## config.mk

```make
export PLATFORM = sky130hd
export DESIGN_NAME = hazard_fault_ctrl
export DESIGN_NICKNAME = d
export VERILOG_FILES = /design/src/rtl/hazard_fault_ctrl.sv
export SDC_FILE = /design/constraint.sdc
export NUM_CORES = 1
export LEC_CHECK = 0
export CORE_MARGIN = 5
export CORE_UTILIZATION = 35
export DETAILED_ROUTE_END_ITERATION = 7
export GPL_TIMING_DRIVEN = 0
export PLACE_DENSITY = 0.81
export SYNTH_ARGS = -nofsm -noshare
export SYNTH_HDL_FRONTEND = slang
export SYNTH_SLANG_ARGS = --single-unit
```

## constraint.sdc

```tcl
create_clock -name clk -period 1.53 [get_ports clk]
set_clock_uncertainty 0.1 [all_clocks]
set_input_delay 0.153 -clock clk [delete_from_list [all_inputs] [get_ports clk]]
set_output_delay 0.153 -clock clk [all_outputs]
set_load 0.1 [all_outputs]
```

## src/rtl/hazard_fault_ctrl.sv

```systemverilog
// -----------------------------------------------------------------------------
// hazard_fault_ctrl
//   Hazard and fault controller for the 5-stage RV32 pipeline.
//   - Operand forwarding selects for the two ALU sources in Execute.
//   - Load-use stall sequencer that inserts LOAD_LAT bubbles.
//   - Branch/jump flush of the Decode and Execute registers.
//   - Optional non-forwarding mode (FWD_EN=0) where RAW hazards are stalled.
//   - Saturating counter of corrected (single-bit) ECC errors.
//   - HALT state on any fatal fault (double-bit ECC or ALU BIST fault).
//
// Ports
//   clk, rst                  clock, synchronous active-low reset
//   rs1_d, rs2_d              source registers of the instruction in Decode
//   rs1_e, rs2_e              source registers of the instruction in Execute
//   rd_e, rd_m, rd_w          destination registers in Execute/Memory/Writeback
//   regwrite_e/m/w            destination write enables
//   resultsrc_e               instruction in Execute is a load
//   pcsrc_e                   taken branch/jump resolved in Execute
//   s_err_imem, s_err_dmem    corrected ECC error flags
//   d_err_imem, d_err_dmem    uncorrectable ECC error flags
//   hw_fault_in               ALU BIST fault flag
//   forward_ae, forward_be    00 register file, 01 ResultW, 10 ALU_ResultM
//   stall_f, stall_d          hold PC / IF-ID register
//   flush_d, flush_e          bubble IF-ID / ID-EX register
//   halt                      pipeline frozen on fatal fault
//   fault_code                {hw_fault, d_err_dmem, d_err_imem} at HALT entry
//   ce_count                  saturating corrected-error count
// -----------------------------------------------------------------------------
module hazard_fault_ctrl #(
    parameter int REG_ADDR_W = 5,
    parameter int LOAD_LAT   = 1,
    parameter int FWD_EN     = 1,
    parameter int CNT_W      = 8
) (
    input  logic                  clk,
    input  logic                  rst,
    input  logic [REG_ADDR_W-1:0] rs1_d,
    input  logic [REG_ADDR_W-1:0] rs2_d,
    input  logic [REG_ADDR_W-1:0] rs1_e,
    input  logic [REG_ADDR_W-1:0] rs2_e,
    input  logic [REG_ADDR_W-1:0] rd_e,
    input  logic [REG_ADDR_W-1:0] rd_m,
    input  logic [REG_ADDR_W-1:0] rd_w,
    input  logic                  regwrite_e,
    input  logic                  regwrite_m,
    input  logic                  regwrite_w,
    input  logic                  resultsrc_e,
    input  logic                  pcsrc_e,
    input  logic                  s_err_imem,
    input  logic                  s_err_dmem,
    input  logic                  d_err_imem,
    input  logic                  d_err_dmem,
    input  logic                  hw_fault_in,
    output logic [1:0]            forward_ae,
    output logic [1:0]            forward_be,
    output logic                  stall_f,
    output logic                  stall_d,
    output logic                  flush_d,
    output logic                  flush_e,
    output logic                  halt,
    output logic [2:0]            fault_code,
    output logic [CNT_W-1:0]      ce_count
);

    typedef enum logic [1:0] {RUN, LOAD_STALL, HALT} state_t;

    state_t     state, state_nx;
    logic [2:0] lat_cnt, lat_cnt_nx;

    // A destination matches a source only when it is written and is not x0.
    function automatic logic reg_hit(input logic [REG_ADDR_W-1:0] rd,
                                     input logic                  we,
                                     input logic [REG_ADDR_W-1:0] rs);
        return we && (rd != '0) && (rd == rs);
    endfunction

    logic [1:0] fwd_a, fwd_b;
    logic       load_use, raw_nf, fatal;

    always_comb begin
        fwd_a = 2'b00;
        if (reg_hit(rd_m, regwrite_m, rs1_e))      fwd_a = 2'b10;
        else if (reg_hit(rd_w, regwrite_w, rs1_e)) fwd_a = 2'b01;
        fwd_b = 2'b00;
        if (reg_hit(rd_m, regwrite_m, rs2_e))      fwd_b = 2'b10;
        else if (reg_hit(rd_w, regwrite_w, rs2_e)) fwd_b = 2'b01;
    end

    assign forward_ae = (FWD_EN != 0) ? fwd_a : 2'b00;
    assign forward_be = (FWD_EN != 0) ? fwd_b : 2'b00;

    assign load_use = resultsrc_e &&
                      (reg_hit(rd_e, regwrite_e, rs1_d) || reg_hit(rd_e, regwrite_e, rs2_d));

    // Without forwarding, any in-flight producer in E or M blocks Decode.
    // Writeback is covered by the write-first register file.
    assign raw_nf = (FWD_EN == 0) &&
                    (reg_hit(rd_e, regwrite_e, rs1_d) || reg_hit(rd_e, regwrite_e, rs2_d) ||
                     reg_hit(rd_m, regwrite_m, rs1_d) || reg_hit(rd_m, regwrite_m, rs2_d));

    assign fatal = d_err_imem | d_err_dmem | hw_fault_in;

    always_ff @(posedge clk) begin
        if (!rst) begin
            state   <= RUN;
            lat_cnt <= '0;
        end else begin
            state   <= state_nx;
            lat_cnt <= lat_cnt_nx;
        end
    end

    always_comb begin
        state_nx   = state;
        lat_cnt_nx = lat_cnt;
        stall_f    = 1'b0;
        stall_d    = 1'b0;
        flush_d    = 1'b0;
        flush_e    = 1'b0;
        halt       = 1'b0;
        case (state)
            RUN: begin
                if (fatal) begin
                    state_nx = HALT;
                end else if (pcsrc_e) begin
                    // Branch wins: the load-use consumer is being flushed anyway.
                    flush_d = 1'b1;
                    flush_e = 1'b1;
                end else if (load_use) begin
                    stall_f = 1'b1;
                    stall_d = 1'b1;
                    flush_e = 1'b1;
                    if (LOAD_LAT > 1) begin
                        state_nx   = LOAD_STALL;
                        lat_cnt_nx = 3'(LOAD_LAT - 1);
                    end
                end else if (raw_nf) begin
                    stall_f = 1'b1;
                    stall_d = 1'b1;
                    flush_e = 1'b1;
                end
            end
            LOAD_STALL: begin
                if (fatal) begin
                    state_nx = HALT;
                end else begin
                    stall_f = 1'b1;
                    stall_d = 1'b1;
                    flush_e = 1'b1;
                    if (lat_cnt <= 3'd1) state_nx = RUN;
                    else                 lat_cnt_nx = lat_cnt - 3'd1;
                end
            end
            HALT: begin
                stall_f = 1'b1;
                stall_d = 1'b1;
                flush_e = 1'b1;
                halt    = 1'b1;
            end
            default: state_nx = RUN;
        endcase
    end

    // Fault cause is captured on the edge that enters HALT and held there.
    always_ff @(posedge clk) begin
        if (!rst)
            fault_code <= 3'b000;
        else if (state != HALT && fatal)
            fault_code <= {hw_fault_in, d_err_dmem, d_err_imem};
    end

    // At most one increment per cycle, even when both memories report.
    always_ff @(posedge clk) begin
        if (!rst)
            ce_count <= '0;
        else if ((s_err_imem || s_err_dmem) && (ce_count != {CNT_W{1'b1}}))
            ce_count <= ce_count + 1'b1;
    end

endmodule
```

==> impl_metrics.toml, run 1 <==
[final_layout]
nNetsFinal = 248
layout_commonest_cell = "xor2_1"
num-fill-cells = 198
drive_gt1_share_pct = 54.3
synthToLayoutAreaGrowth_pct = 114
layout_common_cells = "xor2_1 (26), nor2_1 (13), buf_2 (12)"
antennaDiodeCount = 0

[sta]
slew-limit-headroom_pct = 63.3
setup_viol = 6
layout_setup_ws_ns = -0.251
hold_viol = 0
fmax_ghz = 0.562
report.final.slew_viol_count = 0
rsz0062_at_grt = "yes"
min_period_ns = 1.78
period_share_pct = 116
tightestPinTransition_ns = 0.553
fin_hold_ws_ns = 0.0295

[routing]
dr.first_iter.drc_count = 71
vias_per_cell = 5.25
drc = 0
route.vias.total = 1207
wl_um = 3480
dr.pass1.iters = 4
ant_nets = 0
wl_per_cell_um = 15.1

[synth]
ys_ff_latch = 12
synth-compound-area-share_pct = 12.8
yosysWarnings = 0
synth.area.mux_share_pct = 3.11
synthAdderAreaFrac_pct = 1.30
avgSynthCellArea_sq_um = 8.19
seq_area_frac_synth_pct = 24.9
synthXorXnorAreaFrac_pct = 30.8
synth_area_sq_um = 966
syn_inst = 118
synth_top_family_by_area = "XOR/XNOR gates"
synth.distinct_cells = 30
synth.net_count = 166
synthSimpleGateAreaFrac_pct = 25.1

[place]
hpwlAfterDp_um = 2760
dpl_worst_slack_ns = -1.68
gp_congestion = 0.813
io_buffers = 66

[critical_path]
critPathCaptureType = "primary output"
worst-setup-path-type = "in -> out"
reg2reg_depth = 5
cp.arrival_ns = 1.53
required_ns = 1.28
worstReg2RegEnd = "ce_count[3]"
rrSetupSlack_ns = 0.07
startpoint_type = "primary input"
r2r_start = "ce_count[0]"
cp_max_fo = 2

[grt]
grt_pass1_vias = 1262
grt_pass1_wl_um = 5590
grt_max_degree = 11
overflow = 0
grt_antenna_before_repair = 0
grt_usage_pct = 17.0

[worst_hold_path]
hold_end = "fault_code[1]"
hold_depth = 3
holdCritStartpoint = "d_err_dmem"
hp-class = "in -> reg"

[run_status]
violations = "negative setup slack"
outcome = "finished, violations left"

[flow_run]
maxCapViolCount = 0

[die]
rows = 19
start_util_pct = 35.6
boundaryPins = 67
core_area_sq_um = 2710
die_h_um = 62.5
chipWidth_um = 62.5
die_area_sq_um = 3910

[pwr]
powerDensity_nw_per_um2 = 571
power.leakage_uw = 0.000851
ir_drop_mv = 0.607

[clocking]
worstSkewPairLatency_ns = 0.29
htree_levels = 1
cts_tree = "yes"
cts_buffer_depth = 2
root_buffer = "clkbuf_4"
clk_pin_slew_ns = 0.08
cts_buffers = 3
cts.sinks = 12
## registers in the layout, summed over array words and instances (netlist names)
register	cells
ce_count	8
fault_code	3
state	1
## kinds of logic (layout without fill, tap and decap cells)
group,count (synthesis),in the layout
flops,12,12
xor+xnor,34,34
compound gates,19,19
mux,3,3
fa+ha+maj,1,1
simple gates,45,45
buf+inv,4,85
## worst max-delay path: stages
cell     delay, ns
buf_8         0.09
or4_4         0.53
o21ai_4       0.18
buf_6         0.13
nor4_4        0.04
nor4_4        0.14
buf_6         0.26
## how the worst max path moves through the flow
stage	depth (start not counted)	endpoint	from	slack, ns
floorplan	4	forward_ae[0]	rd_m[1]	-0.80
global placement	6	forward_ae[0]	rd_w[2]	-1.66
detailed placement	6	forward_ae[0]	rd_w[2]	-1.68
CTS	7	forward_be[0]	rd_m[2]	-0.43
global route	7	forward_be[0]	rd_m[2]	-0.31
finish	7	forward_be[0]	rd_m[2]	-0.25
## repair_timing
action	in CTS	in global routing
resized for setup	226	49
endpoints found under the setup margin	20	13
setup buffers	7	4
pin swaps	29	15
hold buffers	0	0
## cell type report
type                            instances  area [sq um]  share of cell area (%)
Buffer                                  2          23.8                    1.15
Clock buffer                            4          36.3                    1.75
Inverter                                2          11.3                   0.544
Multi-Input combinational cell        102           932                    45.0
Sequential cell                        12           274                    13.2
Tap cell                               31          38.8                    1.87
Timing Repair Buffer                   77           754                    36.4
## stage by stage
step / area [sq um] / std cells / TNS [ns] / power [uW] / utilization, %
floorplan: 1180 / 118 / -3.60 / 663 / -
global placement: 1880 / 215 / -13.76 / 879 / 69.4
detailed placement: 1880 / 215 / -14.03 / 894 / 69.4
CTS: 2010 / 226 / -1.10 / 1160 / 74.2
global route: 2070 / 230 / -1.21 / 1240 / 76.4
finish: 2070 / 230 / -0.849 / 1180 / 76.4
## synthesized netlist by cell type
cell       n  share of area (%)
mux2i_1    3                3.1
nor3_1     5                2.6
o2111a_1   1                1.2
nand2_1    8                3.1
and3_1     3                1.9
or4_4      1                1.2
o21ai_0    4                2.1
dfxtp_1   12                 25
nand2b_1   1               0.65
nand3_1    4                2.1
xor2_1    28                 25
a31oi_1    1               0.65
xnor2_1    6                5.4
ha_1       1                1.3
buf_4      1               0.78
nor4_2     2                2.6
o31ai_1    1               0.78
o221ai_1   3                2.7
nor2_1    13                5.1
a21oi_1    5                2.6
o21ai_1    1               0.52
nand4_1    2                1.3
o22ai_1    1               0.65
inv_1      2               0.78
nor4_1     2                1.3
or4_1      3                2.3
a22oi_1    1               0.78
clkbuf_1   1               0.39
o21ai_2    1               0.91
nor4bb_1   1                1.0
## per-layer routing
metal | GRT usage (%) | share of wire (%) | wire, um
met1 | 17.7 | 37 | 1300
met2 | 32.9 | 55 | 1910
met3 | 3.96 | 6.1 | 214
met4 | 5.57 | 1.6 | 57
met5 | 0 | 0 | 0
## report_power, final
group / total, uW / internal [uW] / switching, uW
Combinational: 584 / 242 / 342
Clock: 260 / 145 / 115
Sequential: 338 / 319 / 19.5
Total: 1180 / 706 / 476
(Power assumes the default switching activity.)
==> run 2: changes to the inputs <==
Settings changed: SKIP_CTS_REPAIR_TIMING set to 1.
==> run 2 against run 1 <==
- the flow still finishes with violations (negative setup slack)
- total power is 2.3% lower
- first-iteration DRC count is 44% higher
- worst hold slack better by 0.0055 ns
- flip-flop and latch count stayed put
- clock-buffer cell count stayed put
- die area stayed put
- wire length is 1.4% lower
- register-to-register slack hardly changed
- combinational power is 3.6% lower
- critical endpoint is now forward_ae[0]
- cell area is 2.4% lower
- largest power group unchanged
- largest cell class unchanged
- core utilization is 1.8 points lower
==> impl_metrics.toml, run 2 (synthesis results as in run 1) <==
[critical_path]
r2r_start = "ce_count[0]"
cp_slowest_cell = "or4_4"
critPathCaptureType = "primary output"
cp_top_family = "simple AND/OR/NAND/NOR gates"
path_cells = "buf_8, or4_4, o21ai_4, nor4_4, nor4_4, buf_6"
cp.arrival_ns = 1.65
rrSetupSlack_ns = 0.07
crit_start = "rd_m[2]"
required_ns = 1.28
startpoint_type = "primary input"
crit_top_cell = "nor4_4"
worst-setup-path-type = "in -> out"
cp_max_fo = 3
max_stage_delay_ns = 0.54
cp_num_buf_inv = 2

[place]
hpwlAfterDp_um = 2760
dpl_worst_slack_ns = -1.68
gp_congestion = 0.813
placed_cell_area_sq_um = 1880
io_buffers = 66
dp.cells = 215

[grt]
grt_usage_pct = 16.2
grt_pass1_vias = 1206
overflow = 0
grt_antenna_before_repair = 0
grt_pass1_wl_um = 5330
grt_max_degree = 11

[sta]
hold_viol = 0
min_period_ns = 1.90
layout_setup_ws_ns = -0.373
setup_viol = 6
tightestPinTransition_ns = 0.547
fmax_ghz = 0.525
report.final.slew_viol_count = 0
slew-limit-headroom_pct = 63.7
rsz0062_at_grt = "yes"
period_share_pct = 124

[routing]
wl_per_cell_um = 15.1
dr.first_iter.drc_count = 102
vias_per_cell = 5.17
wl_um = 3430
drc = 0
route.vias.total = 1174
ant_nets = 0
dr.pass1.iters = 4

[run_status]
violations = "negative setup slack"
outcome = "finished, violations left"

[worst_hold_path]
holdCritStartpoint = "hw_fault_in"
hp-class = "in -> reg"

[clocking]
cts.sinks = 12
cts_buffer_depth = 2
cts_buffers = 3
htree_levels = 1
root_buffer = "clkbuf_4"
cts_tree = "yes"
worstSkewPairLatency_ns = 0.28
clk_pin_slew_ns = 0.08

[flow_run]
maxCapViolCount = 0

[die]
boundaryPins = 67
rows = 19
die_h_um = 62.5
start_util_pct = 35.6
chipWidth_um = 62.5
core_area_sq_um = 2710
die_area_sq_um = 3910

[pwr]
ir_drop_mv = 0.616
power.switching_uw = 466
combPwrFrac_pct = 48.7
p_clk_share_pct = 22.1
fin_total_pwr_uw = 1160
seq_power_share_pct = 29.2
p_int_uw = 690
powerDensity_nw_per_um2 = 572
power.leakage_uw = 0.00101
switching_share_pct = 40.3

[final_layout]
layout_commonest_cell = "xor2_1"
stdcell_area_sq_um = 2020
nNetsFinal = 245
antennaDiodeCount = 0
largest-register = "ce_count"
reg_top3 = "ce_count x8, fault_code x3, state x1"
synthToLayoutAreaGrowth_pct = 109
layout_common_cells = "xor2_1 (26), dlymetal6s2s_1 (23), clkbuf_2 (21)"
drive_gt1_share_pct = 45.9
largest_reg_flops = 8
stdcell_count = 227
num-fill-cells = 215
## run 2: cell count changes in the layout (fill, tap and decap cells not counted), sizes merged
cell and change:
dlymetal6s2s +22, clkbuf +15, dlygate4sd2 -6, clkdlybuf4s50 +1, buf -19, clkdlybuf4s18 -1, clkdlybuf4s15 -15
## run 2: path summary, 6_finish.rpt
| kind | depth (start not counted) | end |
|---|---|---|
| worst max register to register | 5 | ce_count[1] |
| worst min register to register | 2 | fault_code[1] |
| worst min-delay path | 3 | fault_code[2] |
| worst max-delay path | 6 | forward_ae[0] |
## run 2: power groups by stage
stage | registers, uW | logic (uW) | clock network, uW
final | 338 | 563 | 255
after CTS | 338 | 550 | 268
after detailed placement | 345 | 548 | 0
after global routing | 341 | 598 | 284
after floorplan | 450 | 213 | 0
after global placement | 343 | 536 | 0
## run 2: metrics by stage
step / hold WS, ns / util (%) / TNS [ns]
after floorplan: 0.184 / - / -3.60
after global placement: 0.361 / 69.4 / -13.76
after detailed placement: 0.380 / 69.4 / -14.03
after CTS: 0.377 / 70.7 / -17.78
after global routing: 0.0507 / 74.6 / -1.39
final: 0.0349 / 74.6 / -1.03
## run 2: area by class of cell
cell class,instances,area (sq um),share of cell area [%]
repair buffers,74,713,35.3
plain buffers,2,23.8,1.18
inverters,2,11.3,0.557
clock buffers,4,36.3,1.79
flip-flops and latches,12,274,13.6
multi-input cells,102,925,45.7
well taps,31,38.8,1.92
## run 2: layer usage
| metal | vias to the layer above | wire length (um) | global-route usage, % |
|---|---|---|---|
| met3 | 7 | 206 | 4.14 |
| met2 | 46 | 1820 | 31.0 |
| met5 | - | 0 | 0 |
| met4 | 0 | 65 | 5.57 |
| met1 | 546 | 1340 | 16.8 |
| li1 | 575 | - | - |
## run 2: tightest hold or removal path: cells and delay by family
| kind | cells | cell delay, ns |
|---|---|---|
| buffers and inverters | 1 | 0.10 |
| and+or+nand+nor | 1 | 0.06 |
| AOI/OAI and AO/OA | 1 | 0.06 |
